[src/rtl/shifter_pkg.sv]
// -----------------------------------------------------------------------------
// shifter_pkg
// Shared types for the iterative shifter.
//   shift_mode_t : 3-bit operation code (pass / LSL / LSR / ASR / ROR)
//   iter_state_t : controller states (IDLE / SHIFT / DONE)
//   mode_shifts  : true when a mode code moves bits (pass-like codes return 0)
// Build option: ITER_SHIFTER_ROTATE_EN enables ROR for mode 100; when it is
// undefined, 100 is treated as pass.
// -----------------------------------------------------------------------------
package shifter_pkg;

    typedef enum logic [2:0] {
        MODE_PASS = 3'b000,
        MODE_LSL  = 3'b001,
        MODE_LSR  = 3'b010,
        MODE_ASR  = 3'b011,
        MODE_ROR  = 3'b100
    } shift_mode_t;

    typedef enum logic [1:0] {
        IDLE  = 2'd0,
        SHIFT = 2'd1,
        DONE  = 2'd2
    } iter_state_t;

    // Codes 101..111 (and 100 without rotate support) fall through to pass.
    function automatic logic mode_shifts(input logic [2:0] m);
        logic r;
        r = 1'b0;
        case (m)
            MODE_LSL, MODE_LSR, MODE_ASR: r = 1'b1;
`ifdef ITER_SHIFTER_ROTATE_EN
            MODE_ROR:                     r = 1'b1;
`endif
            default:                      r = 1'b0;
        endcase
        return r;
    endfunction

endpackage

[src/rtl/shift_step.sv]
// -----------------------------------------------------------------------------
// shift_step
// Combinational single-bit step of the iterative shifter.
//   w_in  : current working value
//   mode  : operation code (shift_mode_t encoding)
//   w_out : w_in moved by exactly one bit position (or unchanged for pass)
// Build option: ITER_SHIFTER_ROTATE_EN adds the ROR step; without it no
// rotate path exists and mode 100 passes the value through.
// -----------------------------------------------------------------------------
module shift_step
    import shifter_pkg::*;
#(
    parameter int WIDTH = 16
) (
    input  logic [WIDTH-1:0] w_in,
    input  logic [2:0]       mode,
    output logic [WIDTH-1:0] w_out
);

    always_comb begin
        w_out = w_in;
        case (mode)
            MODE_LSL: w_out = {w_in[WIDTH-2:0], 1'b0};
            MODE_LSR: w_out = {1'b0, w_in[WIDTH-1:1]};
            MODE_ASR: w_out = {w_in[WIDTH-1], w_in[WIDTH-1:1]};
`ifdef ITER_SHIFTER_ROTATE_EN
            MODE_ROR: w_out = {w_in[0], w_in[WIDTH-1:1]};
`endif
            default:  w_out = w_in;
        endcase
    end

endmodule

[src/rtl/iter_shifter.sv]
// -----------------------------------------------------------------------------
// iter_shifter
// Multi-cycle barrel-shift replacement: one bit per clock through a single
// shift_step instance, controlled by an IDLE/SHIFT/DONE FSM.
//   clk, reset          : rising-edge clock, asynchronous active-high reset
//   in_valid / in_ready : request handshake (ready only in IDLE)
//   in_data, mode, amt  : operand, operation code, shift count (captured on accept)
//   out_valid/out_ready : result handshake (valid only in DONE)
//   out_data            : result, forced to 0 outside DONE
//   busy                : high whenever the FSM is not IDLE
// Build option: ITER_SHIFTER_ROTATE_EN enables ROR on mode 100.
// -----------------------------------------------------------------------------
module iter_shifter
    import shifter_pkg::*;
#(
    parameter int WIDTH = 16,
    parameter int AMT_W = $clog2(WIDTH)
) (
    input  logic             clk,
    input  logic             reset,
    input  logic             in_valid,
    output logic             in_ready,
    input  logic [WIDTH-1:0] in_data,
    input  logic [2:0]       mode,
    input  logic [AMT_W-1:0] amt,
    output logic             out_valid,
    input  logic             out_ready,
    output logic [WIDTH-1:0] out_data,
    output logic             busy
);

    iter_state_t      state, state_nxt;
    logic [WIDTH-1:0] w;
    logic [WIDTH-1:0] w_step;
    logic [AMT_W-1:0] cnt;
    logic [2:0]       md;
    logic             accept;

    assign accept = (state == IDLE) && in_valid;

    shift_step #(
        .WIDTH (WIDTH)
    ) u_step (
        .w_in  (w),
        .mode  (md),
        .w_out (w_step)
    );

    always_ff @(posedge clk or posedge reset) begin
        if (reset) begin
            state <= IDLE;
        end else begin
            state <= state_nxt;
        end
    end

    always_comb begin
        state_nxt = state;
        in_ready  = 1'b0;
        out_valid = 1'b0;
        busy      = 1'b1;
        out_data  = '0;
        case (state)
            IDLE: begin
                in_ready = 1'b1;
                busy     = 1'b0;
                if (in_valid) begin
                    // Zero count or pass-like mode skips straight to the result.
                    if ((amt != '0) && mode_shifts(mode)) state_nxt = SHIFT;
                    else                                  state_nxt = DONE;
                end
            end
            SHIFT: begin
                // The step taken in this cycle is the last one when cnt is 1.
                if (cnt == AMT_W'(1)) state_nxt = DONE;
            end
            DONE: begin
                out_valid = 1'b1;
                out_data  = w;
                // Return to IDLE only; a new request waits for the next cycle.
                if (out_ready) state_nxt = IDLE;
            end
            default: begin
                state_nxt = IDLE;
            end
        endcase
    end

    always_ff @(posedge clk or posedge reset) begin
        if (reset) begin
            w   <= '0;
            cnt <= '0;
            md  <= MODE_PASS;
        end else if (accept) begin
            w   <= in_data;
            cnt <= amt;
            md  <= mode;
        end else if (state == SHIFT) begin
            w   <= w_step;
            cnt <= cnt - AMT_W'(1);
        end
    end

endmodule

[config.mk]
export PLATFORM = sky130hd
export DESIGN_NAME = iter_shifter
export DESIGN_NICKNAME = d
export VERILOG_FILES = /design/src/rtl/shifter_pkg.sv /design/src/rtl/shift_step.sv /design/src/rtl/iter_shifter.sv
export SDC_FILE = /design/constraint.sdc
export NUM_CORES = 1
export LEC_CHECK = 0
export CORE_ASPECT_RATIO = 0.9
export CORE_MARGIN = 2
export CORE_UTILIZATION = 25
export CTS_BUF_LIST = sky130_fd_sc_hd__clkbuf_2 sky130_fd_sc_hd__clkbuf_4 sky130_fd_sc_hd__clkbuf_8
export DETAILED_ROUTE_END_ITERATION = 8
export PLACE_DENSITY = 0.55
export SYNTH_ARGS = -nofsm -noshare
export SYNTH_HDL_FRONTEND = slang
export SYNTH_SLANG_ARGS = --single-unit
[constraint.sdc]
create_clock -name clk -period 4.7 [get_ports clk]
set_input_delay 1.41 -clock clk [delete_from_list [all_inputs] [get_ports clk]]
set_output_delay 1.41 -clock clk [all_outputs]
set_load 0.005 [all_outputs]
[Word level (Yosys, flattened, before mapping)]
Cells that the tools add are included.
Word-level totals
  output and inout port bits: 19
  bits of input ports: 27
  bits in registers: 25
  logic and storage cells: 47
Operators by class
  multiplexer cells: 17
  add/sub/neg operators: 1
  equal/unequal tests: 13
  reduce and logical (&&, ||, !) cells: 11
Operator list (count)
  two-way mux 16 bit: 3
  case mux 16 bit (3 select lines): 1
  == test 3 x 2 -> 1 bit, second input constant: 4
  two-way mux 2 bit: 4
  two-way mux 4 bit: 2
  != test 2 bit, second input constant: 4
  nonzero test 4 bit: 2
  == test 3 x 1 -> 1 bit, second input constant: 2
  two-way mux 1 bit: 6
  case mux 2 bit (3 select lines): 1
  AND reduction 3 bit: 2
  == test 4 x 1 -> 1 bit, second input constant: 1
  subtractor 4 x 1 -> 4 bit, second input constant: 1
  nonzero test 3 bit: 1
  OR reduction 3 bit: 1
  == test 2 x 1 -> 1 bit, second input constant: 1
  == test 2 bit, second input constant: 1
  logical AND 1 bit: 2
  zero test 2 bit: 1
  AND reduction 2 bit: 1
  nonzero test 2 bit: 1

[Logic depth before layout (Yosys ltp)]
  word-level depth: 9
  depth in mapped cells: 7
  mapped depth without buffers: 5

[Hierarchy]
Synthesis repeated with hierarchy kept, for this count alone.
Unflattened totals
  cell total of the unflattened synthesis: 233
  area, all modules: 1898.1 um2
Modules (own cells, without submodules)
  iter_shifter: cells each 163, instances 1, area each 1460.2 um2, seq. area each 625.6 um2
  shift_step: cells each 70, instances 1, area each 437.9 um2, seq. area each 0.0 um2

[Least setup slack after synthesis]
OpenSTA, ideal clock, no wires.
  path type: reg-to-output
  start point: reg state[0]
  end point: out out_data[10]
  data arrival time: 1213 ps
  path buffers: 2
  stages on the path, launching flop included: 5
  path slack: 2077 ps
  data required time: 3290 ps
  path through: dfrtp_1 -> buf_6 -> nor2b_1 -> clkbuf_1 -> and2_1
On the way
  longest elaborated chain between the ends: 2
Ends and longest elaborated chain
  from (decl): RTL line iter_shifter.sv:32  | iter_state_t state, state_nxt;
  from (signal assigned): RTL line iter_shifter.sv:53  | state <= state_nxt;
  == test 2 bit: RTL line iter_shifter.sv:63  | case (state)
  two-way mux 16 bit: RTL line iter_shifter.sv:63
  to (decl): RTL line iter_shifter.sv:28  | output logic [WIDTH-1:0] out_data,
No other way between the ends.

[Worst setup path in the final report]
  start point: reg state[0]
  end point: out out_data[1]
Same word-level chain as after synthesis.

==> flow_metrics.py <==
metrics = {
    "clock_network": {
        "clk_latency_ns": 0.27,
        "cts.sinks": 25,
        "postCtsHoldBufs": 0,
        "cts_setup_buffers": 0,
        "clkTransAtPathRegs_ns": 0.09,
        "tritoncts": "yes",
        "htreeDepth": 1,
        "ctsResizeCount": 0,
        "cts-root-buf": "clkbuf_8",
        "clock_path_buffers": 2,
        "cts_inserted_buffers": 3,
    },
    "floorplanning": {
        "num_rows": 27,
        "ios": 46,
        "initial_core_util_pct": 26.3,
        "die_w_um": 89.2,
        "core_sq_mm": 0.00622,
        "die_h_um": 80.7,
        "die-area_sq_mm": 0.00720,
    },
    "final_layout": {
        "n_antenna_cell": 0,
        "final_nets": 267,
        "fin_util_pct": 35.2,
        "fillers": 688,
        "multi_input_area_sq_um": 891,
        "area_delta_synth_final_pct": 33.8,
        "drive_above_1_share_pct": 6.33,
        "ff_latch_area_sq_um": 626,
        "stdcell_area_sq_mm": 0.00219,
    },
    "logic_synthesis": {
        "synth_async_sr_flop_share_pct": 100,
        "synth.avg_cell_area_sq_um": 8.29,
        "synth_top_area_share_pct": 38.3,
        "synthesis.nets": 226,
        "synth_edf_count": 0,
        "netlist_area_sq_mm": 0.00163,
        "yosysSeqAreaShare_pct": 38.3,
        "synth_top_cell_by_area": "dfrtp_1",
        "ys_dominant_reg_cell": "dfrtp_1",
        "yosysWarnings": 0,
        "synthTopCellsByArea": "dfrtp_1, a22o_1, nand2_1",
        "synth_cell_types": 34,
        "synth_seq_cells": 25,
        "synthCells": 197,
    },
    "sta": {
        "fin_crit_ns": 3.38,
        "final.setup.tns_ns": 0,
        "finalHoldViolations": 0,
        "period_share_pct": 72.0,
        "tightest_slew_ns": 1.02,
        "maxSlewHeadroom_pct": 32.0,
        "fmax_mhz": 296,
        "rsz0062_at_grt": "no",
        "final_max_slew_viol_count": 0,
        "skew_ns": 0.00933,
        "setup_viol": 0,
        "whs_ns": 0.538,
        "finalWorstSetupSlack_ns": 1.32,
    },
    "placed_design": {
        "dp.final_hpwl_um": 3000,
        "gp_congestion": 0.812,
        "numPortBuffers": 45,
        "post-place-ws_ns": 1.16,
        "detailed_place.area_sq_mm": 0.00214,
    },
    "hold_path": {
        "hold_depth": 1,
        "whs_endpoint": "w[0]",
        "min_path_type": "reg2reg",
        "hold_start": "w[0]",
    },
    "setup_path": {
        "crit_cells": 4,
        "crit_buf_inv": 2,
        "cp.required_ns": 3.29,
        "cp_max_fo": 15,
        "crit_type": "reg2out",
        "startpoint_type": "register",
        "endpoint_kind": "primary output",
        "r2r_slack_ns": 2.49,
        "cp.arrival_ns": 1.97,
        "worstRegToRegCells": 5,
        "slowest_delay_ns": 0.53,
        "crit_family": "buffers and inverters",
        "path_cells": "nor2b_1 > buf_4 > and2_1 > clkdlybuf4s50_1",
        "rr_startpoint": "state[0]",
        "r2r-end": "w[0]",
        "slowest_stage": "dfrtp_1",
    },
    "drt": {
        "vias": 1518,
        "route.detailed.drc": 0,
        "wl_per_cell_um": 13.2,
        "postRouteAntennaNets": 0,
        "drt_iter0_drc": 119,
        "firstDrtPassIters": 4,
        "finalWirelength_um": 4280,
        "vias_per_cell": 4.69,
    },
    "power": {
        "p_leak_nw": 0.932,
        "peakVddDrop_uv": 230,
        "power_per_cell_area_mw_per_mm2": 599,
    },
    "global_route": {
        "grt_antenna_before_repair": 0,
        "grt_max_degree": 26,
        "grt_pass1_wl_um": 6820,
        "grt.total_usage_pct": 12.1,
        "grt_pass1_vias": 1401,
        "grt_overflow": 0,
    },
    "run_status": {
        "outcome": "completed",
    },
    "job": {
        "drv_cap": 0,
    },
}
[Yosys cell counts (all sizes together) (2+ instances only)]
master,number
nand2b,3
o21ai,4
o22a,3
mux2,4
nor3,16
a22o,14
o22ai,3
or3b,2
nand2,28
a221oi,2
nor2b,2
inv,9
and2,16
clkbuf,4
nand3,18
dfrtp,25
or2,2
a21oi,2
nor2,20
ha,2
buf,9
[logic make-up (layout without fill, tap and decap cells)]
family	after synthesis	in the layout	share of synthesized area (%)
adders and majority gates	2	2	1.53
AOI/OAI and AO/OA	34	34	16.8
muxes	4	4	3.45
buffers and inverters	22	62	7.20
xor gates and xnor gates	1	1	0.536
and+or+nand+nor	109	109	32.2
DFF	25	25	38.3
[layout make-up]
| class | count | share of cell area, % |
|---|---|---|
| multi-input cells | 150 | 40.8 |
| clock inverters | 1 | 0.229 |
| inverters | 9 | 1.55 |
| well taps | 87 | 4.98 |
| repair buffers | 49 | 22.0 |
| clock buffers | 3 | 1.89 |
| flip-flops and latches | 25 | 28.6 |
[routing by layer]
metal	GRT usage, %	part of all wire (%)
met1	18.3	51
met4	1.79	0.44
met3	2.88	5.1
met2	17.7	43
met5	0	0
[through the flow]
step | power (mW) | std cells
global route | 1.42 | 324
detailed placement | 1.18 | 320
global placement | 1.17 | 320
finish | 1.31 | 324
floorplan | 0.954 | 197
CTS | 1.32 | 324
[cells in the final DEF (no fill, tap or decap), types with 2 or more instances in the layout]
cell / instances
a21oi_1: 2
a221oi_1: 2
a22o_1: 14
and2_1: 16
buf_4: 4
clkbuf_8: 3
clkdlybuf4s50_1: 45
dfrtp_1: 25
ha_1: 2
inv_1: 9
mux2_4: 3
nand2_1: 28
nand2b_1: 3
nand3_1: 18
nor2_1: 20
nor2b_1: 2
nor3_1: 16
o21ai_0: 4
o22a_1: 3
o22ai_1: 3
or2_1: 2
[power by group]
part,total [mW],switching [mW],internal (mW)
Combinational,0.739,0.362,0.376
Sequential,0.440,0.118,0.322
Clock,0.131,0.0715,0.0593
Total,1.31,0.551,0.758
[registers in the layout, summed over array words and instances (netlist names)]
register	count
w	16
state	2
cnt	4
md	3
[worst max-delay path by stage]
stage                        start           end
after floorplan           state[0]  out_data[10]
after global placement    in_valid         w[12]
after detailed placement  in_valid         w[12]
after CTS                 state[0]   out_data[1]
after global routing      state[0]  out_data[15]
final                     state[0]   out_data[1]
No activity file was read; power rests on OpenSTA's default activity.
